<file path="config.mk">
export PLATFORM = sky130hd
export DESIGN_NAME = z_result_reader
export DESIGN_NICKNAME = d
export VERILOG_FILES = /design/src/rtl/cpu_pkg.sv /design/src/rtl/z_result_reader.sv
export SDC_FILE = /design/constraint.sdc
export NUM_CORES = 1
export LEC_CHECK = 0
export CAP_MARGIN = 20
export CORE_ASPECT_RATIO = 0.5
export CORE_MARGIN = 10
export CORE_UTILIZATION = 30
export CTS_CLUSTER_DIAMETER = 200
export DETAILED_ROUTE_END_ITERATION = 10
export SLEW_MARGIN = 15
export SYNTH_ARGS = -nofsm -noshare
export SYNTH_HDL_FRONTEND = slang
export SYNTH_SLANG_ARGS = --single-unit
</file>
<file path="constraint.sdc">
create_clock -name clk -period 1.49 [get_ports clk]
set_input_delay 0.149 -clock clk [delete_from_list [all_inputs] [get_ports clk]]
set_output_delay 0.149 -clock clk [all_outputs]
set_load 0.03 [all_outputs]
</file>
<file path="src/rtl/cpu_pkg.sv">
// Shared CPU constants: opcodes, result widths and the
// result-reader state encoding.
package cpu_pkg;

    localparam int WORD_W = 32;
    localparam int RES_W  = 64;

    localparam logic [4:0] ADD_OPCODE = 5'b00001;
    localparam logic [4:0] MUL_OPCODE = 5'b01110;
    localparam logic [4:0] DIV_OPCODE = 5'b01111;

    localparam logic [1:0] IDLE_ENC    = 2'd0;
    localparam logic [1:0] SEND_LO_ENC = 2'd1;
    localparam logic [1:0] SEND_HI_ENC = 2'd2;

    typedef enum logic [1:0] {
        IDLE    = IDLE_ENC,
        SEND_LO = SEND_LO_ENC,
        SEND_HI = SEND_HI_ENC
    } rr_state_t;

endpackage

</file>
<file path="src/rtl/z_result_reader.sv">
// Captures the 64-bit ALU result and streams it onto the 32-bit bus
// (LO then HI for MUL/DIV, LO only otherwise) with zero/neg flags.
// Ports: clk, clr (async active-low), c_in/opcode/c_valid/c_ready
// (ALU side), bus_data/bus_valid/bus_ready/bus_hi (bus side),
// zero/neg (flags of last capture), drop_err (sticky overrun).
module z_result_reader #(
    parameter logic [4:0] MUL_OPCODE = 5'b01110,
    parameter logic [4:0] DIV_OPCODE = 5'b01111
) (
    input  logic                       clk,
    input  logic                       clr,
    input  logic [cpu_pkg::RES_W-1:0]  c_in,
    input  logic [4:0]                 opcode,
    input  logic                       c_valid,
    output logic                       c_ready,
    output logic [cpu_pkg::WORD_W-1:0] bus_data,
    output logic                       bus_valid,
    input  logic                       bus_ready,
    output logic                       bus_hi,
    output logic                       zero,
    output logic                       neg,
    output logic                       drop_err
);

    import cpu_pkg::*;

    rr_state_t         state_q, state_d;
    logic [RES_W-1:0]  z_q, z_d;
    logic [4:0]        op_q, op_d;
    logic              zero_q, zero_d;
    logic              neg_q, neg_d;
    logic              drop_q, drop_d;
    logic [WORD_W-1:0] data_q, data_d;
    logic              valid_q, valid_d;
    logic              hi_q, hi_d;

    logic              in_wide;
    logic              wide;

    assign in_wide = (opcode == MUL_OPCODE) || (opcode == DIV_OPCODE);
    assign wide    = (op_q == MUL_OPCODE) || (op_q == DIV_OPCODE);

    always_comb begin
        state_d = state_q;
        z_d     = z_q;
        op_d    = op_q;
        zero_d  = zero_q;
        neg_d   = neg_q;
        data_d  = data_q;
        valid_d = valid_q;
        hi_d    = hi_q;
        // Any strobe outside IDLE is an overrun, including the cycle
        // in which the last word is being accepted.
        drop_d  = drop_q | (c_valid && (state_q != IDLE));

        unique case (state_q)
            IDLE: begin
                if (c_valid) begin
                    op_d    = opcode;
                    // Narrow results never carry the upper half.
                    z_d     = in_wide ? c_in
                                      : {{WORD_W{1'b0}}, c_in[WORD_W-1:0]};
                    zero_d  = in_wide ? (c_in == '0)
                                      : (c_in[WORD_W-1:0] == '0);
                    neg_d   = in_wide ? c_in[RES_W-1] : c_in[WORD_W-1];
                    data_d  = c_in[WORD_W-1:0];
                    valid_d = 1'b1;
                    hi_d    = 1'b0;
                    state_d = SEND_LO;
                end
            end
            SEND_LO: begin
                if (bus_ready) begin
                    if (wide) begin
                        data_d  = z_q[RES_W-1:WORD_W];
                        hi_d    = 1'b1;
                        state_d = SEND_HI;
                    end else begin
                        data_d  = '0;
                        valid_d = 1'b0;
                        hi_d    = 1'b0;
                        state_d = IDLE;
                    end
                end
            end
            SEND_HI: begin
                if (bus_ready) begin
                    data_d  = '0;
                    valid_d = 1'b0;
                    hi_d    = 1'b0;
                    state_d = IDLE;
                end
            end
            default: begin
                data_d  = '0;
                valid_d = 1'b0;
                hi_d    = 1'b0;
                state_d = IDLE;
            end
        endcase
    end

    always_ff @(posedge clk or negedge clr) begin
        if (!clr) begin
            state_q <= IDLE;
            z_q     <= '0;
            op_q    <= '0;
            zero_q  <= 1'b0;
            neg_q   <= 1'b0;
            drop_q  <= 1'b0;
            data_q  <= '0;
            valid_q <= 1'b0;
            hi_q    <= 1'b0;
        end else begin
            state_q <= state_d;
            z_q     <= z_d;
            op_q    <= op_d;
            zero_q  <= zero_d;
            neg_q   <= neg_d;
            drop_q  <= drop_d;
            data_q  <= data_d;
            valid_q <= valid_d;
            hi_q    <= hi_d;
        end
    end

    assign c_ready   = (state_q == IDLE);
    assign bus_data  = data_q;
    assign bus_valid = valid_q;
    assign bus_hi    = hi_q;
    assign zero      = zero_q;
    assign neg       = neg_q;
    assign drop_err  = drop_q;

endmodule
</file>
==> results.toml, run 1 <==
[status]
outcome = "finished clean"

[global_routing]
grt_pass1_vias = 3083
overflow = 0
grt_max_degree = 36
antenna_found_initial = 0
grt_pass1_wl_um = 17400
gr-usage-all-layers_pct = 13.9

[setup_path]
start_kind = "flip-flop"
crit_arrival_ns = 1.71
cp_max_fo = 17
required_ns = 1.75
crit_buf_inv = 2
cp-end-kind = "flip-flop"
cp_top_family = "flip-flops"
critical_path.slowest_cell = "dfrtp_2"
cpPeakStageDelay_ns = 0.48
path_class = "reg2reg"
crit_chain = "nand4b_4 > nor3b_4 > buf_4 > clkbuf_16 > a21oi_1 > o21ai_1"

[sta]
setup_viol = 0
fmax_mhz = 688
worstMarginPinSlew_ns = 0.442
rsz0062_at_grt = "yes"
holdWs_ns = 0.242
min_period_ns = 1.45
fin_crit_sh_pct = 97.5
drv_slew = 0
finalHoldViolations = 0
relSlewSlack_pct = 70.2
fin_setup_tns_ns = 0
fin_skew_ns = 0.00474

[synthesis]
ys_types = 26
synth.avg_cell_area_sq_um = 10.6
syn-num-nets = 383
yosysTopAreaCellShare_pct = 57.2
ys_warn_count = 0
ys_ff_latch = 75
postSynthCellCount = 310
yosysSeqAreaShare_pct = 57.2
syn_area_sq_um = 3280
synth_top_area_cell = "dfrtp_1"
synthTopCellsByArea = "dfrtp_1 (57%), a22o_1 (8.8%), nor2b_1 (5.7%)"

[finish]
n_antenna_cell = 0
fin_cells = 596
final_nets = 524
syn2layout_area_growth_pct = 56.4
final_area_sq_um = 5130
final_layout_size_suffix_gt1_share_pct = 14.9

[placement]
port_buffers = 109
gp_congestion = 0.790
dpl_cell_area_sq_um = 4780
dpl.cell_count = 575
dp_hpwl_um = 8140

[cts]
numCtsBuffers = 9
clk_latency_ns = 0.34
clock_path_buffers = 2
htree_levels = 3
clock_sinks = 75
cts_tree = "done"
cts-root-buf = "clkbuf_16"
path_clk_slew_ns = 0.06

[detailed_routing]
first_pass_iters = 4
wl_per_cell_um = 18.6
drc = 0
via_per_inst = 4.82
routed_wl_um = 11100
vias = 2874
drtAntennaViolNets = 0
drtIter0Drc = 165

[floorplan]
die_area_sq_um = 15800
initial_utilization_pct = 31.4
dieHeight_um = 94.0
pin_count = 111
die_x_um = 168
rows = 26
core_area_sq_um = 10400

[power_and_ir_drop]
ir_drop_mv = 0.652
power_density_nw_per_um2 = 1230
p_leak_nw = 2.33

[run]
maxCapViolCount = 0

[worst_hold_path]
hp-class = "in2async"
## metrics by stage
stage               worst slack [ns]  power (mW)  util [%]
global placement              -0.190        4.16      45.8
floorplan                     0.0184        3.27         -
global route                 -0.0503        6.64      49.1
detailed placement            -0.206        4.17      45.8
finish                        0.0366        6.34      49.1
CTS                           0.0602        6.36      48.5
## layout by cell type (no fill, tap or decap), types with 2 or more instances in the layout
| master | n |
|---|---|
| nor4_2 | 2 |
| nor2_1 | 2 |
| clkbuf_16 | 10 |
| clkdlybuf4s50_1 | 70 |
| clkinv_2 | 2 |
| nor4_1 | 15 |
| clkinvlp_4 | 3 |
| dfrtp_1 | 74 |
| and2b_1 | 2 |
| dlygate4sd2_1 | 37 |
| mux2i_1 | 3 |
| o21ai_1 | 35 |
| o21ai_0 | 2 |
| a21oi_1 | 31 |
| mux2_1 | 4 |
| a22o_1 | 33 |
| nand2_1 | 41 |
| nor2b_1 | 30 |
| bufinv_16 | 2 |
| buf_12 | 5 |
| buf_4 | 37 |
| nand4_1 | 3 |
## Yosys cell counts
cell / instances
clkbuf_1: 13
and3_1: 1
nand4b_4: 1
mux2_1: 4
and4b_1: 1
nor3b_4: 1
buf_6: 3
nor2b_1: 30
or2_1: 1
nor2_2: 1
mux2i_1: 3
buf_4: 1
o21ai_1: 35
dfrtp_1: 75
and2b_1: 2
nor2_1: 2
nand2b_1: 1
a21oi_1: 32
nand2_1: 42
o21ai_0: 2
mux2_2: 1
a22o_1: 33
nor4_1: 17
inv_1: 1
nand4_1: 3
buf_2: 4
## metal layers
metal	GRT usage [%]	vias to the layer above	wire [um]
met5	0	-	0
met4	4.47	0	150
met3	4.09	9	419
met2	22.5	45	5380
met1	17.4	1419	5140
li1	-	1401	-
## kinds of logic after synthesis
| group | Yosys count | share of synthesized area (%) |
|---|---|---|
| and+or+nand+nor | 103 | 17.4 |
| AOI/OAI and AO/OA | 102 | 19.3 |
| DFF | 75 | 57.2 |
| buffers and inverters | 22 | 3.47 |
| muxes | 8 | 2.63 |
## layout make-up
| class | count | area, sq um |
|---|---|---|
| Clock buffer | 9 | 225 |
| Timing Repair Buffer | 151 | 1440 |
| Multi-Input combinational cell | 213 | 1320 |
| Clock inverter | 7 | 92.6 |
| Fill cell | 964 | 5310 |
| Tap cell | 140 | 175 |
| Sequential cell | 75 | 1880 |
| Inverter | 1 | 3.75 |
## power by group
part	internal [mW]	switching, mW
registers	2.28	0.139
logic	0.666	0.942
clock network	1.46	0.856
total	4.40	1.94
## state kept, by name (all words and copies together), names as in the netlist
register   cells
bus_data      32
z_q           32
op_q           4
state_q        2
bus_hi         1
bus_valid      1
drop_err       1
neg            1
zero           1
## final timing paths
path | cells after the start | slack (ns) | start | endpoint
worst max-delay path | 6 | 0.04 | state_q[0]$_DFFE_PN0P_ | bus_data[2]$_DFFE_PN0P_
worst min-delay path | 2 | 0.24 | clr | bus_data[25]$_DFFE_PN0P_
worst max register to register | 6 | 0.04 | state_q[0]$_DFFE_PN0P_ | bus_data[2]$_DFFE_PN0P_
worst min register to register | 1 | 0.48 | drop_err$_DFF_PN0_ | drop_err$_DFF_PN0_
max in group asynchronous | 3 | 0.71 | clr | state_q[0]$_DFFE_PN0P_
min in group clk | 2 | 0.44 | c_in[55] | z_q[55]$_DFFE_PN0P_
## what timing repair did
action,CTS,global route
setup endpoints to repair,39,27
hold buffers,1,0
resized for setup,38,4
buffers inserted,0,3
cloned,0,1
hold endpoints to repair,18,0
pin swaps,0,3
Note: power is estimated with default switching activity, not from simulation.
==> run 2: changes to the inputs <==
--- a/config.mk
+++ b/config.mk
@@ -5,12 +5,14 @@
 export SDC_FILE = /design/constraint.sdc
 export NUM_CORES = 1
 export LEC_CHECK = 0
+export ABC_AREA = 1
 export CAP_MARGIN = 20
 export CORE_ASPECT_RATIO = 0.5
 export CORE_MARGIN = 10
-export CORE_UTILIZATION = 30
+export CORE_UTILIZATION = 46
 export CTS_CLUSTER_DIAMETER = 200
 export DETAILED_ROUTE_END_ITERATION = 10
+export PLACE_DENSITY = 0.79
 export SLEW_MARGIN = 15
 export SYNTH_ARGS = -nofsm -noshare
 export SYNTH_HDL_FRONTEND = slang
==> run 2 against run 1 <==
  * Clock power rose by 8%
  * Non-clock buffer count is 21 lower
  * Combinational power grew 27%
  * Via count grew 15%
  * Clock-buffer cell count increased by 2
  * Synthesized cell count up 44%
==> results.toml, run 2 <==
[cts]
clock_sinks = 75
cts-root-buf = "clkbuf_16"
cts_tree = "done"
htree_levels = 3
postCtsSetupBuffers = 0
clk_latency_ns = 0.33
clock_path_buffers = 2
path_clk_slew_ns = 0.06
numCtsBuffers = 9

[power_and_ir_drop]
swShare_pct = 32.1
clockPowerShare_pct = 35.4
ir_drop_mv = 0.779
power_report.internal_total_mw = 4.78
p_sw_mw = 2.26
p_seq_share_pct = 35.6
pwr-share-comb_pct = 29.0
p_leak_nw = 2.57
power_mw = 7.04
power_density_nw_per_um2 = 1380

[placement]
port_buffers = 109
gp_congestion = 0.818
dp_hpwl_um = 7760

[worst_hold_path]
hp-class = "in2async"

[global_routing]
use_met2_pct = 31.5
gr-usage-met1_pct = 22.1
antenna_found_initial = 0
met3_usage_pct = 5.24
overflow = 0
grt_pass1_wl_um = 16900
grt_max_degree = 54
top_usage_layer = "met2"
grt_pass1_vias = 3473
gr-usage-all-layers_pct = 18.4

[sta]
fin_setup_tns_ns = 0
drv_slew = 0
fin_crit_sh_pct = 97.0
finalHoldViolations = 0
rsz0062_at_grt = "no"
relSlewSlack_pct = 76.7
setup_viol = 0
worstMarginPinSlew_ns = 0.350
fin_skew_ns = 0.00553
min_period_ns = 1.44
holdWs_ns = 0.249
fmax_mhz = 692

[synthesis]
postSynthCellCount = 447
async_reset_ff_share_pct = 100
synthTopCellsByArea = "dfrtp_1 (54%), nand2_1 (19%), o21ai_0 (6.4%)"
synth_flop_cell = "dfrtp_1"
yosysMostFrequentCell = "nand2_1"
ys_ff_latch = 75
synthTopCellsByCount = "nand2_1 (173), dfrtp_1 (75), inv_1 (55), o21ai_0 (45), nor2_1 (34)"
synth_edf_count = 0
yosysTopAreaCellShare_pct = 53.6
yosysSeqAreaShare_pct = 53.6
syn_area_sq_um = 3500
synth_top_area_cell = "dfrtp_1"
syn-num-nets = 520
ys_warn_count = 0
synth.avg_cell_area_sq_um = 7.83
ys_types = 23

[setup_path]
cp-end-kind = "primary output"
crit_arrival_ns = 1.30
start_kind = "flip-flop"
cpPeakStageDelay_ns = 0.43
r2r_cells = 8
cp_top_family = "flip-flops"
cp_max_fo = 14
crit_chain = "nor2_4 > buf_8 > buf_4"
critical_path.slowest_cell = "dfrtp_1"
required_ns = 1.34
rr_startpoint = "state_q[1]$_DFFE_PN0P_"
ff2ff_setup_slack_ns = 0.09
crit_buf_inv = 2
path_class = "reg2out"
r2r_end = "z_q[50]$_DFFE_PN0P_"

[detailed_routing]
vias = 3309
drtAntennaViolNets = 0
drc = 0
drtIter0Drc = 286
routed_wl_um = 10600
via_per_inst = 4.94
wl_per_cell_um = 15.9
first_pass_iters = 5

[floorplan]
initial_utilization_pct = 47.6
die_area_sq_um = 11700
rows = 22
die_x_um = 143
dieHeight_um = 81.7
pin_count = 111
core_area_sq_um = 7350

[finish]
final_nets = 642
final_cell_mix = "nand2_1 (173), dfrtp_1 (75), clkdlybuf4s50_1 (70)"
final_common_cell = "nand2_1"
n_antenna_cell = 0
final_layout_size_suffix_gt1_share_pct = 8.01
syn2layout_area_growth_pct = 46.1

[run]
maxCapViolCount = 0

[status]
outcome = "finished clean"
## run 2: cell types whose count changed after synthesis, sizes merged, moves of 16 or more
cell	before	now
a22o	33	0
o22ai	0	16
nor2b	30	0
nor4	17	0
nand2	42	173
a21oi	32	0
nor2	3	38
inv	1	58
## run 2: metal layers
metal	up-vias	part of all wire [%]
met4	0	1.9
met3	15	6.2
met5	-	0
met2	107	50
li1	1633	-
met1	1554	42
## run 2: area by class of cell
cell class,instances,area [sq um]
fillers,581,2240
flip-flops and latches,75,1880
multi-input cells,295,1300
repair buffers,130,1260
clock buffers,11,243
inverters,58,218
well taps,96,120
clock inverters,5,100
## run 2: worst reg2reg max path, stage by stage, from the launching register on
cell	delay, ns
dfrtp_1	0.43
nor2_4	0.19
inv_2	0.09
nor2_8	0.10
inv_2	0.07
nor2_8	0.11
buf_12	0.15
nand2_1	0.06
o21ai_0	0.10
## run 2: how the worst max path moves through the flow
stage,startpoint,end,slack [ns],depth (start not counted)
2_1_floorplan,state_q[1]$_DFFE_PN0P_,bus_data[11]$_DFFE_PN0P_,0.13,6
3_3_place_gp,c_valid,bus_hi$_DFFE_PN0P_,0.05,7
3_5_place_dp,c_valid,bus_hi$_DFFE_PN0P_,0.02,7
4_1_cts,state_q[1]$_DFFE_PN0P_,c_ready,0.02,3
5_1_grt,state_q[1]$_DFFE_PN0P_,c_ready,0.003,3
6_report,state_q[1]$_DFFE_PN0P_,c_ready,0.05,3
## run 2: stage by stage
stage / area, sq um / instances / utilization [%] / setup WS, ns
2_1_floorplan: 3500 / 447 / - / 0.129
3_3_place_gp: 4800 / 653 / 65.3 / 0.0533
3_5_place_dp: 4800 / 653 / 65.3 / 0.0179
4_1_cts: 5110 / 670 / 69.5 / 0.0206
5_1_grt: 5110 / 670 / 69.6 / 0.00272
6_report: 5110 / 670 / 69.6 / 0.0451
## run 2: logic make-up (layout without fill, tap and decap cells)
logic type / count (synthesis) / after routing / synth area share (%)
and+or+nand+nor: 224 / 224 / 26.2
DFF: 75 / 75 / 53.6
buffers and inverters: 77 / 204 / 9.29
AOI/OAI and AO/OA: 71 / 71 / 10.9
## run 2: timing repair
item,in CTS,in global routing
hold endpoints to repair,22,0
hold buffers,1,0
resized for setup,38,3
setup endpoints to repair,38,3
## run 2: power by group through the flow
stage | logic (mW) | registers [mW] | clock network (mW)
after floorplan | 0.642 | 3.03 | 0
final | 2.04 | 2.51 | 2.49
after global routing | 2.22 | 2.55 | 2.60
after CTS | 2.06 | 2.52 | 2.53
after global placement | 2.18 | 2.55 | 0
after detailed placement | 2.22 | 2.55 | 0
==> run 3: changes to the inputs <==
--- a/config.mk
+++ b/config.mk
@@ -5,11 +5,10 @@
 export SDC_FILE = /design/constraint.sdc
 export NUM_CORES = 1
 export LEC_CHECK = 0
-export ABC_AREA = 1
 export CAP_MARGIN = 20
 export CORE_ASPECT_RATIO = 0.5
 export CORE_MARGIN = 10
-export CORE_UTILIZATION = 46
+export CORE_UTILIZATION = 45
 export CTS_CLUSTER_DIAMETER = 200
 export DETAILED_ROUTE_END_ITERATION = 10
 export PLACE_DENSITY = 0.79
==> run 3 against run 2 <==
  * The flow now finishes with violations (setup timing)
  * Worst hold slack better by 0.12 ns
  * Core utilization is 4.3 points higher
  * Cell area is 0.59% lower
  * Cell count is 19% lower
  * Clock skew is 0.00086 ns lower
  * Sequential share of layout area is 0.27 points higher
  * Die area is 3.4% lower
  * Clock-buffer cell count is 1 lower
  * First-iteration DRC count is 6.3% higher
  * Critical path type is now reg2reg
  * Largest power group unchanged
==> results.toml, run 3 (synthesized netlist as in run 1, its figures left out) <==
[global_routing]
antenna_found_initial = 0
grt_max_degree = 76
overflow = 0
grt_pass1_wl_um = 16500
grt_pass1_vias = 3138
gr-usage-all-layers_pct = 18.2

[sta]
timing.final.ws_setup_ns = -0.00514
worstMarginPinSlew_ns = 0.408
rsz0062_at_grt = "yes"
fin_skew_ns = 0.00467
setup_viol = 2
relSlewSlack_pct = 72.8
finalHoldViolations = 0
holdWs_ns = 0.367
fmax_mhz = 669
min_period_ns = 1.50
drv_slew = 0
fin_crit_sh_pct = 100
fin_setup_tns_ns = -0.00860

[floorplan]
rows = 21
pin_count = 111
initial_utilization_pct = 47.7
dieHeight_um = 80.4
die_area_sq_um = 11300
core_area_sq_um = 6880
die_x_um = 141

[detailed_routing]
drtAntennaViolNets = 0
vias = 3077
first_pass_iters = 6
drc = 0
routed_wl_um = 11200
via_per_inst = 5.67
wl_per_cell_um = 20.6
drtIter0Drc = 304

[placement]
port_buffers = 109
dp_hpwl_um = 7640
pre_cts_ws_ns = -0.382
dpl_cell_area_sq_um = 4670
gp_congestion = 0.840

[cts]
cts-root-buf = "clkbuf_16"
cts_tree = "done"
numCtsBuffers = 9
clk_latency_ns = 0.33
clock_path_buffers = 2
clock_sinks = 75
path_clk_slew_ns = 0.06
htree_levels = 3

[finish]
n_antenna_cell = 0
fillCellCount = 473
final_nets = 519
final_layout_size_suffix_gt1_share_pct = 16.0
multi_input_area_sq_um = 1350
regArea_sq_um = 1880
syn2layout_area_growth_pct = 54.9
final_cell_mix = "dfrtp_1 (73), clkdlybuf4s50_1 (70), nand2_1 (40)"
final_area_sq_um = 5080
fin_util_pct = 73.8
final_common_cell = "dfrtp_1"

[setup_path]
cp-end-kind = "flip-flop"
cp_top_family = "simple AND/OR/NAND/NOR gates"
crit_buf_inv = 2
crit_arrival_ns = 1.76
start_kind = "flip-flop"
crit_chain = "nand4b_4 > nor3b_4 > buf_4 > clkbuf_16 > a21oi_1 > o21ai_1"
required_ns = 1.75
cp_max_fo = 9
path_class = "reg2reg"
cpPeakStageDelay_ns = 0.43
critical_path.slowest_cell = "dfrtp_2"

[power_and_ir_drop]
p_leak_nw = 2.32
pwr-share-comb_pct = 26.3
power_report.internal_total_mw = 4.26
clockPowerShare_pct = 34.8
p_sw_mw = 1.99
swShare_pct = 31.8
power_density_nw_per_um2 = 1230
ir_drop_mv = 0.746
p_seq_share_pct = 39.0

[worst_hold_path]
hp-class = "in2async"

[status]
outcome = "complete, but fails checks"
violations = "setup timing"

[run]
maxCapViolCount = 0
[run 3: cell types whose count changed in the layout (fill, tap and decap cells not counted), sizes merged, moves of 14 or more]
cell | previous run | this run
a21oi | 0 | 32
a22o | 0 | 33
buf | 22 | 36
inv | 58 | 1
nand2 | 173 | 42
nor2 | 38 | 3
nor2b | 0 | 30
nor4 | 0 | 17
o21ai | 52 | 37
o22ai | 16 | 0
[run 3: worst paths after layout]
path                                         from                        to  slack, ns  cells past startpoint
setup / recovery           state_q[1]$_DFFE_PN0P_  bus_data[20]$_DFFE_PN0P_     -0.005                      6
hold / removal                                clr     bus_valid$_DFFE_PN0P_       0.37                      3
setup reg to reg           state_q[1]$_DFFE_PN0P_  bus_data[20]$_DFFE_PN0P_     -0.005                      6
hold reg to reg                drop_err$_DFF_PN0_        drop_err$_DFF_PN0_       0.47                      1
max in group asynchronous                     clr       z_q[37]$_DFFE_PN0P_       0.79                      3
min in group clk                        opcode[2]       op_q[2]$_DFFE_PN0P_       0.44                      2
[run 3: final cells by class]
| cell class | count | share of cell area (%) |
|---|---|---|
| clock buffer | 10 | 4.50 |
| timing repair buffer | 146 | 28.3 |
| sequential | 75 | 37.0 |
| clock inverter | 6 | 1.30 |
| tap | 92 | 2.26 |
| inverter | 1 | 0.0738 |
| multi-input combinational | 213 | 26.6 |
[run 3: power by group through the flow]
stage / logic, mW / registers [mW] / clock network, mW
global placement: 1.65 / 2.46 / 0
floorplan: 0.487 / 2.78 / 0
finish: 1.64 / 2.44 / 2.17
CTS: 1.58 / 2.43 / 2.19
detailed placement: 1.69 / 2.47 / 0
global route: 1.75 / 2.46 / 2.27
[run 3: metal layers]
layer / wire, um / track usage [%]
met1: 4510 / 20.7
met2: 5660 / 32.1
met3: 758 / 4.87
met4: 252 / 8.09
met5: 0 / 0
[run 3: stage by stage]
step / cells / total power [mW]
2_1_floorplan: 310 / 3.27
3_3_place_gp: 520 / 4.11
3_5_place_dp: 520 / 4.16
4_1_cts: 537 / 6.20
5_1_grt: 543 / 6.49
6_report: 543 / 6.25
[run 3: worst reg2reg max path: cells and delay by family, from the launching register on]
kind	cells	cell delay, ns
buffers and inverters	2	0.32
AND/OR/NAND/NOR	2	0.46
flip-flops	1	0.43
AO/OA/AOI/OAI	2	0.21
[run 3: timing repair]
action / CTS / global route
endpoints found under the hold margin: 75 / 0
endpoints found under the setup margin: 43 / 33
resized for setup: 40 / 17
pin swaps: 0 / 14
cloned: 0 / 2
hold buffers: 1 / 0
buffers inserted: 0 / 4
